File: src/rtl/alu_arb_pkg.sv
// Shared types, ALU function codes and helpers for the alu_arbiter slice.
// The function-code macros are guarded so an existing alucodes definition takes precedence.
`ifndef RADD
`define RADD 3'b001
`endif
`ifndef RSUB
`define RSUB 3'b010
`endif
`ifndef RMUL
`define RMUL 3'b011
`endif

package alu_arb_pkg;

  typedef enum logic [1:0] {IDLE, EXEC, HOLD} state_t;

  localparam int NREQ = 2;

  localparam logic [2:0] FUNC_RADD = `RADD;
  localparam logic [2:0] FUNC_RSUB = `RSUB;
  localparam logic [2:0] FUNC_RMUL = `RMUL;

  function automatic logic func_legal(input logic [2:0] func);
    return (func == `RADD) || (func == `RSUB) || (func == `RMUL);
  endfunction

endpackage

File: src/rtl/alu.sv
// picoMIPS ALU: RADD/RSUB/RMUL on n-bit operands, flags {N,Z,C,V}.
// C is carry-out for RADD, borrow for RSUB, and "high half non-zero" for RMUL.
module alu #(
  parameter int n = 8
) (
  input  logic [n-1:0] a,
  input  logic [n-1:0] b,
  input  logic [2:0]   func,
  output logic [n-1:0] result,
  output logic [3:0]   flags
);

  logic [n:0]     sum;
  logic [n:0]     diff;
  logic [2*n-1:0] prod;
  logic           c;
  logic           v;

  assign sum  = {1'b0, a} + {1'b0, b};
  assign diff = {1'b0, a} - {1'b0, b};
  assign prod = {{n{1'b0}}, a} * {{n{1'b0}}, b};

  // NOTE: every always_comb output gets a default first so no path infers a latch.
  always_comb begin
    result = '0;
    c      = 1'b0;
    v      = 1'b0;
    case (func)
      `RADD: begin
        result = sum[n-1:0];
        c      = sum[n];
        v      = (a[n-1] == b[n-1]) && (sum[n-1] != a[n-1]);
      end
      `RSUB: begin
        result = diff[n-1:0];
        c      = diff[n];
        v      = (a[n-1] != b[n-1]) && (diff[n-1] != a[n-1]);
      end
      `RMUL: begin
        result = prod[n-1:0];
        c      = |prod[2*n-1:n];
      end
      default: ;
    endcase
  end

  assign flags = {result[n-1], (result == '0), c, v};

endmodule

File: src/rtl/alu_arbiter.sv
// Round-robin arbiter sharing one ALU between two requesters, registered response.
// Optional ALU_ARB_BYPASS_EN lets HOLD accept a new request while the response is taken.
module alu_arbiter
  import alu_arb_pkg::*;
#(
  parameter int n = 8
) (
  input  logic         clk,
  input  logic         reset,
  input  logic         req0_valid,
  output logic         req0_ready,
  input  logic [n-1:0] req0_a,
  input  logic [n-1:0] req0_b,
  input  logic [2:0]   req0_func,
  input  logic         req1_valid,
  output logic         req1_ready,
  input  logic [n-1:0] req1_a,
  input  logic [n-1:0] req1_b,
  input  logic [2:0]   req1_func,
  output logic         rsp_valid,
  input  logic         rsp_ready,
  output logic         rsp_id,
  output logic [n-1:0] rsp_result,
  output logic [3:0]   rsp_flags,
  output logic         rsp_err,
  output logic         busy
);

  state_t          state, state_nxt;
  logic            rr_last;
  logic            grant_id;
  logic            arb_en;
  logic            accept;
  logic [NREQ-1:0] valid_vec;
  logic [NREQ-1:0] ready_vec;
  logic [n-1:0]    op_a, op_b;
  logic [2:0]      op_func;
  logic            op_id;
  logic            op_legal;
  logic [n-1:0]    alu_result;
  logic [3:0]      alu_flags;

  assign valid_vec = {req1_valid, req0_valid};
  assign grant_id  = (&valid_vec) ? ~rr_last : valid_vec[1];

`ifdef ALU_ARB_BYPASS_EN
  assign arb_en = (state == IDLE) || ((state == HOLD) && rsp_ready);
`else
  assign arb_en = (state == IDLE);
`endif

  always_comb begin
    ready_vec = '0;
    if (!reset && arb_en) ready_vec[grant_id] = valid_vec[grant_id];
  end

  assign accept     = |(ready_vec & valid_vec);
  assign req0_ready = ready_vec[0];
  assign req1_ready = ready_vec[1];

  always_comb begin
    state_nxt = state;
    case (state)
      IDLE:    if (accept) state_nxt = EXEC;
      EXEC:    state_nxt = HOLD;
      HOLD:    if (rsp_ready) state_nxt = accept ? EXEC : IDLE;
      default: state_nxt = IDLE;
    endcase
  end

  // NOTE: sequential state uses non-blocking assignments so every register samples pre-edge values.
  always_ff @(posedge clk or posedge reset) begin
    if (reset) begin
      state      <= IDLE;
      rr_last    <= 1'b1;
      rsp_id     <= 1'b0;
      rsp_result <= '0;
      rsp_flags  <= '0;
      rsp_err    <= 1'b0;
    end else begin
      state <= state_nxt;
      if (accept) rr_last <= grant_id;
      if (state == EXEC) begin
        rsp_id     <= op_id;
        rsp_err    <= ~op_legal;
        rsp_result <= op_legal ? alu_result : '0;
        rsp_flags  <= op_legal ? alu_flags : 4'b0000;
      end
    end
  end

  // NOTE: operand registers carry no reset; they are only read in EXEC, always after a load.
  always_ff @(posedge clk) begin
    if (accept) begin
      op_a    <= grant_id ? req1_a : req0_a;
      op_b    <= grant_id ? req1_b : req0_b;
      op_func <= grant_id ? req1_func : req0_func;
      op_id   <= grant_id;
    end
  end

  assign op_legal  = func_legal(op_func);
  assign rsp_valid = (state == HOLD);
  assign busy      = (state != IDLE);

  alu #(.n(n)) u_alu (
    .a      (op_a),
    .b      (op_b),
    .func   (op_func),
    .result (alu_result),
    .flags  (alu_flags)
  );

endmodule

File: config.mk
export PLATFORM = sky130hd
export DESIGN_NAME = alu_arbiter
export DESIGN_NICKNAME = d
export VERILOG_FILES = /design/src/rtl/alu_arb_pkg.sv /design/src/rtl/alu.sv /design/src/rtl/alu_arbiter.sv
export SDC_FILE = /design/constraint.sdc
export NUM_CORES = 1
export LEC_CHECK = 0
export BUFFER_PORTS_ARGS = -buffer_cell sky130_fd_sc_hd__buf_2
export CORE_MARGIN = 2
export CORE_UTILIZATION = 25
export CTS_CLUSTER_SIZE = 20
export DETAILED_ROUTE_END_ITERATION = 8
export SETUP_SLACK_MARGIN = 0.2
export SLEW_MARGIN = 5
export SYNTH_ARGS = -nofsm -noshare
export SYNTH_HDL_FRONTEND = slang
export SYNTH_HIERARCHICAL = 1
export SYNTH_SLANG_ARGS = --single-unit
File: constraint.sdc
create_clock -name clk -period 6.35 [get_ports clk]
set_input_delay 0.635 -clock clk [delete_from_list [all_inputs] [get_ports clk]]
set_output_delay 0.635 -clock clk [all_outputs]
set_load 0.02 [all_outputs]
# Word level (Yosys, flattened, before mapping)
# Index checks and enable logic that the tools add are counted.
[totals] output_inout_bits=18 in_bits=43 wordCells=62 register_bits=37
[classes] addsub=2 n_bitwise=4 n_mux=18 n_reduce_logical=14 multipliers=1 n_eq_ne=11 order_cmp=2
[ops] operator="two-way mux 8 bit" count=3
[ops] operator="case mux 8 bit (3 select lines)" count=1
[ops] operator="multiplier 8 x 8 -> 16 bit" count=1
[ops] operator="adder 8 x 8 -> 9 bit" count=1
[ops] operator="subtractor 8 x 8 -> 9 bit" count=1
[ops] operator="zero test 8 bit" count=1
[ops] operator="OR reduction 8 bit" count=1
[ops] operator="equality test 3 x 2 -> 1 bit (second input constant)" count=2
[ops] operator="two-way mux 2 bit" count=3
[ops] operator="case mux 2 bit (3 select lines)" count=1
[ops] operator="two-way mux 1 bit" count=5
[ops] operator="AND 2 bit" count=2
[ops] operator="logical AND 1 bit" count=4
[ops] operator="two-way mux 4 bit" count=1
[ops] operator="!= test 2 x 1 -> 1 bit (second input constant)" count=2
[ops] operator="AND reduction 2 bit" count=2
[ops] operator="equality test 3 x 1 -> 1 bit (second input constant)" count=1
[ops] operator="two-way mux 3 bit" count=1
[ops] operator="!= test 1 bit" count=3
[ops] operator="case mux 1 bit (3 select lines)" count=1
[ops] operator="equality test 2 x 1 -> 1 bit (second input constant)" count=1
[ops] operator="equality test 2 bit (second input constant)" count=1
[ops] operator="zero test 2 bit" count=1
[ops] operator="logical OR 1 bit" count=2
[ops] operator="9 further kinds" count=10

# Longest topological paths before layout
# Gate-level depths: netlist of the first run.
[logic_depth] ltp_word=13 ltp_mapped=19 mapped_depth_nobuf=18

# Cells and area by module
# The synthesis of the first run kept the hierarchy.
[modules_own_cells] mod="alu" area_per_inst_um2=3254.4 cells_each=419 seq_area_each_um2=0.0 instances=1
[modules_own_cells] mod="alu_arbiter" area_per_inst_um2=1644.1 cells_each=106 seq_area_each_um2=1027.2 instances=1

# Worst setup path after synthesis of the first run
# Ideal clock, no wire load.
[synth_timing] kind="register to register" startpoint="register op_a[4]" endpoint="register rsp_flags[1]" arrival_ps=4670 t_required_ps=6224 path_stages_with_launch=18 n_path_buf=1 setup_slack_ps=1554 setup_time_ps=126 synth_period_minus_slack_ps=4796 cell_sequence="edfxtp_1 ha_1 fa_1 inv_1 fa_1 fa_1 fa_1 inv_1 ha_1 or3_1 nand2b_1 o21ai_1 mux2_2 nor4_1 o211ai_1 buf_4 nand3b_1 o2bb2ai_1"
[synth_between] elab_chain_cells=4 elab_cells_between_ends=6 classes_between="add/sub: 2; mul: 1; mux: 2; reduce/logical: 1"
[synth_rtl] item="start, declared" line_no="alu_arbiter.sv:36" source="logic [n-1:0] op_a, op_b;"
[synth_rtl] item="start signal, assigned" line_no="alu_arbiter.sv:95" source="op_a <= grant_id ? req1_a : req0_a;"
[synth_rtl] item="multiplier 8 x 8 -> 16 bit" line_no="alu.sv:21" source="assign prod = {{n{1'b0}}, a} * {{n{1'b0}}, b};"
[synth_rtl] item="OR reduction 8 bit" line_no="alu.sv:41" source="c = |prod[2*n-1:n];"
[synth_rtl] item="case mux 1 bit (3 select lines) (*)" line_no="alu.sv:28" source="case (func)"
[synth_rtl] item="net u_alu.c" line_no="alu.sv:16" source="logic c;"
[synth_rtl] item="two-way mux 4 bit (*)" line_no="alu_arbiter.sv:87" source="rsp_flags <= op_legal ? alu_flags : 4'b0000;"
[synth_rtl] item="end signal, assigned" line_no="alu_arbiter.sv:87"
[synth_rtl] item="end, declared" line_no="alu_arbiter.sv:24" source="output logic [3:0] rsp_flags,"
# Mark *: on every way through the listed nets, which the timed path passes. The rest lies on a longest branch.
# A chain may end at the register's enable or synchronous reset.

# Worst setup path after layout of the first run
[layout_timing] startpoint="register op_a[4]" endpoint="register rsp_flags[1]"
[layout_between] elab_chain_cells=4 elab_cells_between_ends=6 classes_between="add/sub: 2; mul: 1; mux: 2; reduce/logical: 1"
[layout_rtl] item="multiplier 8 x 8 -> 16 bit" line_no="alu.sv:21"
[layout_rtl] item="OR reduction 8 bit" line_no="alu.sv:41"
[layout_rtl] item="case mux 1 bit (3 select lines) (*)" line_no="alu.sv:28"
[layout_rtl] item="net alu_flags[1]" line_no="alu_arbiter.sv:41" source="logic [3:0] alu_flags;"
[layout_rtl] item="two-way mux 4 bit (*)" line_no="alu_arbiter.sv:87"
# Marked as above.

==> results of run 1 <==
[worst min path at each step]
stage / end / depth (start not counted) / slack (ns)
finish: state[0] / 2 / 0.48
global route: rsp_flags[2] / 1 / 0.50
CTS: rsp_flags[3] / 1 / 0.49
detailed placement: rsp_flags[3] / 1 / 0.47
global placement: rsp_id / 1 / 0.47
floorplan: rsp_id / 1 / 0.46
[layout make-up]
cell class	instances	area (sq um)
clock inverters	2	13.76
clock buffers	6	150.1
repair buffers	61	307.8
flip-flops and latches	37	1027
multi-input cells	390	3443
well taps	265	331.6
inverters	81	304.0
fillers	2013	13760
[Yosys cell counts (all sizes together) (4+ instances only)]
| library cell | number |
|---|---|
| inv | 81 |
| ha | 52 |
| nand2 | 40 |
| fa | 38 |
| nor2 | 33 |
| and2 | 26 |
| mux2 | 23 |
| edfxtp | 20 |
| a21oi | 17 |
| dfrtp | 16 |
| buf | 15 |
| nand2b | 15 |
| nand3b | 14 |
| o2bb2ai | 12 |
| a211oi | 10 |
| nor3 | 10 |
| o21ai | 10 |
| mux2i | 6 |
| nor4 | 6 |
| a21o | 5 |
| nand4 | 5 |
| nor3b | 5 |
| o31ai | 5 |
| and3 | 4 |
| nor2b | 4 |
| o21a | 4 |
| or3 | 4 |
| xnor2 | 4 |
[through the flow]
step	cell area (sq um)	cells	power (mW)	hold slack, ns	utilization [%]
finish	5578	842	2.284	0.4811	28.85
global route	5578	842	2.556	0.5026	28.85
CTS	5578	842	2.292	0.4870	28.85
detailed placement	5414	834	1.995	0.4721	28.00
global placement	5414	834	2.005	0.4665	28.00
floorplan	4898	525	1.652	0.4578	-
[critical path, delay by kind of cell, from the launching register on]
kind	cells	cell delay, ns
buffers and inverters	2	0.09
adder cells (fa/ha/maj)	6	2.62
multiplexers	1	0.35
AO/OA/AOI/OAI	3	0.41
flip-flops	1	0.51
AND/OR/NAND/NOR	4	0.94
[cell families (layout without fill, tap and decap cells)]
family                   Yosys count  count (layout)  synth area share (%)
XOR/XNOR                           5               5                0.8940
adder cells (fa/ha/maj)           90              90                 28.81
multiplexers                      30              30                 7.203
flip-flops                        37              37                 20.97
AO/OA/AOI/OAI                     89              89                 13.72
buffers and inverters             98             150                 8.736
AND/OR/NAND/NOR                  176             176                 19.67
[sequential cells by signal, summed over array words and instances, names as in the netlist]
signal and cells:
op_id 1, rsp_err 1, rr_last 1, rsp_flags 4
op_a 8, state 2, rsp_result 8, rsp_id 1
op_b 8, op_func 3
[power breakdown]
group | total, mW | switching, mW | internal, mW
registers | 0.389 | 0.0743 | 0.314
clock network | 0.276 | 0.106 | 0.170
logic | 1.62 | 0.921 | 0.698
[metal layers]
metal / track usage, % / vias up / routed length (um)
met1: 17.91 / 1811 / 5862
met3: 1.424 / 7 / 453
met2: 18.55 / 100 / 5407
met4: 1.961 / 0 / 89
met5: 0 / - / 0
li1: - / 1917 / -
==> impl_metrics.ini, run 1 <==
[synth]
synth_edf_count = 20
synthTopCellsByArea = fa_1, ha_1, edfxtp_1
async_reset_ff_share_pct = 45.95
postSynthAreaPerCell_sq_um = 9.330
synth_top_area_share_pct = 15.53
ys_seq_area_share_pct = 20.97
ys_ff_latch = 37
ys.warnings.count = 6
synthCells = 525
ys_dominant_reg_cell = edfxtp_1
synth_nets = 658
yosys.area.top_type = fa_1
netlist_area_sq_um = 4898
yosysUniqueCellTypes = 69

[finish]
drive_gt1_share_pct = 18.02
final_common_cell = inv_1
antenna-diode-count = 0
layout_common_cells = inv_1, buf_2, ha_1
finalNetCount = 709
area_growth_pct = 13.87

[placement]
gp_congestion = 0.8481
post-place-ws_ns = 1.306
post-dp-hpwl_um = 9372
io_buffers = 60

[timing]
tightest_slew_ns = 0.9802
setup_viol = 0
fin_crit_sh_pct = 79.62
slew_headroom_pct = 34.52
fmax_mhz = 197.8
hold_violations = 0
finClkSkew_ns = 0.009097
setup_ws_ns = 1.294
fin_setup_tns_ns = 0
min_period_ns = 5.056
final_max_slew_viol_count = 0
rsz0062_at_grt = no

[clock_network]
cts_sinks = 37
hold_buffers = 0
cts-resized-gates = 0
cts_root_buf = clkbuf_16
postCtsSetupRepairBufs = 0
htree_levels = 2
clkLatencyLatePin_ns = 0.28
cts.path.max_buffers = 2
cts_tree = done
clkTransAtPathRegs_ns = 0.06
cts_inserted_buffers = 5

[floorplan]
ios = 61
die_area_sq_um = 20730
core-area_sq_um = 19330
die_x_um = 144.0
die_y_um = 144.0
num_rows = 51
start_util_pct = 25.33

[routing]
final_antenna_net_count = 0
post_drt_wl_per_cell_um = 14.03
vias = 3835
first_iter_violations = 237
dr.pass1.iters = 5
drc = 0
avgViaCountPerCell = 4.555
drt-total-wl_um = 11810

[setup_path]
regToRegEndpoint = rsp_flags[1]
worst-r2r-setup-slack_ns = 1.29
worstPathArrival_ns = 5.19
crit_chain = ha_1 -> fa_1 -> inv_1 -> fa_1 -> fa_1 -> fa_1 -> inv_1 -> ha_1 -> or3_1 -> nand2b_1 -> o21ai_1 -> mux2_2 -> nor4_1 -> o211ai_1 -> nand3b_1 -> o2bb2ai_1
crit_path_max_incr_delay_ns = 0.55
reg2reg_depth = 16
path_class = reg -> reg
worstReg2RegStart = op_a[4]
end_kind = flip-flop
critPathRequiredTime_ns = 6.49
slowest_stage = fa_1
crit_fanout = 9
cp-start-kind = flip-flop
critPathLaunch = op_a[4]
crit_path_end = rsp_flags[1]
cpMostUsedCell = fa_1

[status]
status = finished, final reports clean

[global_routing]
grt_pass1_vias = 3853
gr-total-overflow = 0
grt_max_degree = 23
antenna_found_initial = 0
grt_pass1_wl_um = 19820
track_usage_pct = 11.91

[worst_hold_path]
min_path_type = in -> async

[power]
power_leakage_nw = 2.593
ir_drop_mv = 0.2126
powerDensity_nw_per_um2 = 409.4

[flow_run]
cap_violations = 0
Power figures use the tool's default switching activity.
==> run 2, diff against run 1 <==
clock period = 4.8 ns   (was 6.35 ns; I/O delays follow)
==> run 2 against run 1 <==
  * Via count rose by 8.0%
  * Worst setup slack got worse by 1.1 ns
  * Non-clock buffer count rose by 52
  * Critical path depth did not move
  * Cell count rose by 6.2%
  * Largest cell class unchanged
  * First-iteration DRC count rose by 1.3%
  * Combinational power rose by 83%
  * Utilization rose by 3.2 points
==> impl_metrics.ini, run 2 (synthesized netlist as in run 1, its figures left out) <==
[status]
status = finished, final reports clean

[global_routing]
grt_pass1_wl_um = 20570
antenna_found_initial = 0
grt_pass1_vias = 4109
grt_max_degree = 23
gr-total-overflow = 0
track_usage_pct = 12.33

[setup_path]
crit_fanout = 5
cpMostUsedCell = fa_1
critPathRequiredTime_ns = 5.00
cp-start-kind = flip-flop
worstPathArrival_ns = 4.78
path_class = reg -> reg
worstReg2RegStart = op_b[2]
slowest_stage = fa_1
crit_path_max_incr_delay_ns = 0.53
end_kind = flip-flop
reg2reg_depth = 16
worst-r2r-setup-slack_ns = 0.23
regToRegEndpoint = rsp_flags[1]
crit_chain = and2_4 -> fa_1 -> inv_1 -> fa_2 -> fa_1 -> fa_1 -> inv_2 -> ha_4 -> or3_4 -> buf_4 -> o31ai_4 -> a21oi_1 -> a311o_1 -> o211ai_1 -> nand3b_1 -> o2bb2ai_1

[timing]
setup_viol = 0
fmax_mhz = 218.6
min_period_ns = 4.574
final_max_slew_viol_count = 0
hold_violations = 0
rsz0062_at_grt = yes
fin_crit_sh_pct = 95.29
slew_headroom_pct = 30.55
tightest_slew_ns = 1.040
whs_ns = 0.3231
finClkSkew_ns = 0.003386

[finish]
finalNetCount = 761
antenna-diode-count = 0
reg.largest.list = op_a: 8 flops, op_b: 8 flops, rsp_result: 8 flops
layout_common_cells = inv_1, buf_2, buf_4
multi_input_area_sq_um = 3647
register_area_sq_um = 1027
final_common_cell = inv_1
area_growth_pct = 26.56
nFillCells = 1964
drive_gt1_share_pct = 30.52
fin_cells = 894

[power]
powerDensity_nw_per_um2 = 622.3
combPwrFrac_pct = 76.9
switching_share_pct = 46.51
p_sw_mw = 1.794
power_leakage_nw = 2.872
ir_drop_mv = 0.3585
intPower_mw = 2.064
p_seq_share_pct = 12.8
power.share.clock_pct = 10.3

[routing]
vias = 4143
drc = 0
final_antenna_net_count = 0
post_drt_wl_per_cell_um = 14.11
drt-total-wl_um = 12610
avgViaCountPerCell = 4.634
first_iter_violations = 240
dr.pass1.iters = 4

[worst_hold_path]
min_path_type = in -> async

[floorplan]
die_y_um = 144.0
num_rows = 51
start_util_pct = 25.33
die_x_um = 144.0
core-area_sq_um = 19330
die_area_sq_um = 20730
ios = 61

[clock_network]
cts_inserted_buffers = 5
hold_buffers = 0
clkLatencyLatePin_ns = 0.28
cts.path.max_buffers = 2
htree_levels = 2
cts_sinks = 37
cts_tree = done
clkTransAtPathRegs_ns = 0.06
cts_root_buf = clkbuf_16

[placement]
gp_congestion = 0.8599
io_buffers = 60
dp.cells = 864
post-dp-hpwl_um = 9863

[flow_run]
cap_violations = 0
==> run 2: changes by cell type in the layout (fill, tap and decap cells not counted), moves of 3 or more <==
| cell | change |
|---|---|
| a211oi_1 | -3 |
| a211oi_2 | +3 |
| buf_4 | +50 |
| ha_1 | -8 |
| ha_2 | +5 |
| ha_4 | +3 |
| inv_1 | -3 |
| inv_2 | +3 |
| nor4_1 | -3 |
==> run 2: worst max-delay path, delay by kind of cell (launching register included) <==
family / cells / cell delay (ns)
and+or+nand+nor: 3 / 0.71
buffers and inverters: 3 / 0.25
DFF: 1 / 0.47
adders and majority gates: 5 / 2.16
AOI/OAI and AO/OA: 5 / 0.90
==> run 2: routing by layer <==
layer | global-route usage, % | vias up | routed length (um)
met5 | 0 | - | 0
met4 | 2.219 | 0 | 124
met3 | 1.325 | 14 | 457
met2 | 19.72 | 103 | 5924
met1 | 18.14 | 2015 | 6108
li1 | - | 2011 | -
==> run 2: area by class of cell <==
class,count,share of cell area [%]
clock buffer,7,2.825
timing repair buffer,113,11.38
sequential,37,16.57
tap,265,5.348
clock inverter,1,0.1413
multi-input combinational,390,58.83
inverter,81,4.904
==> run 2: worst max-delay path by stage <==
stage,slack (ns),from,endpoint
floorplan,0.20,op_b[4],rsp_flags[1]
global placement,0.1,op_a[4],rsp_flags[1]
detailed placement,0.07,op_b[4],rsp_flags[1]
CTS,0.20,op_a[4],rsp_flags[1]
global route,-0.01,op_b[2],rsp_flags[1]
finish,0.23,op_b[2],rsp_flags[1]
==> run 2: through the flow <==
step                      area [sq um]  power, mW  setup TNS, ns  setup slack (ns)  utilization (%)
after floorplan                   4922      2.241              0            0.2019                -
after global placement            5663      2.913              0           0.09600            29.29
after detailed placement          5663      2.909              0           0.06767            29.29
after CTS                         5963      3.407              0            0.1985            30.84
after global routing              6200      4.263       -0.01108          -0.01108            32.07
final                             6200      3.858              0            0.2262            32.07
==> run 2: power groups by stage <==
stage                     sequential [mW]  combinational, mW  clock [mW]
after detailed placement            0.502               2.41           0
after floorplan                     0.520               1.72           0
final                               0.494               2.97       0.397
after global routing                0.507               3.33       0.422
after CTS                           0.496               2.51       0.406
after global placement              0.502               2.41           0
==> run 2: repair_timing <==
action	CTS	global route
setup buffers	12	10
gates resized for setup	9	33
pin swaps	9	19
setup endpoints to repair	1	4
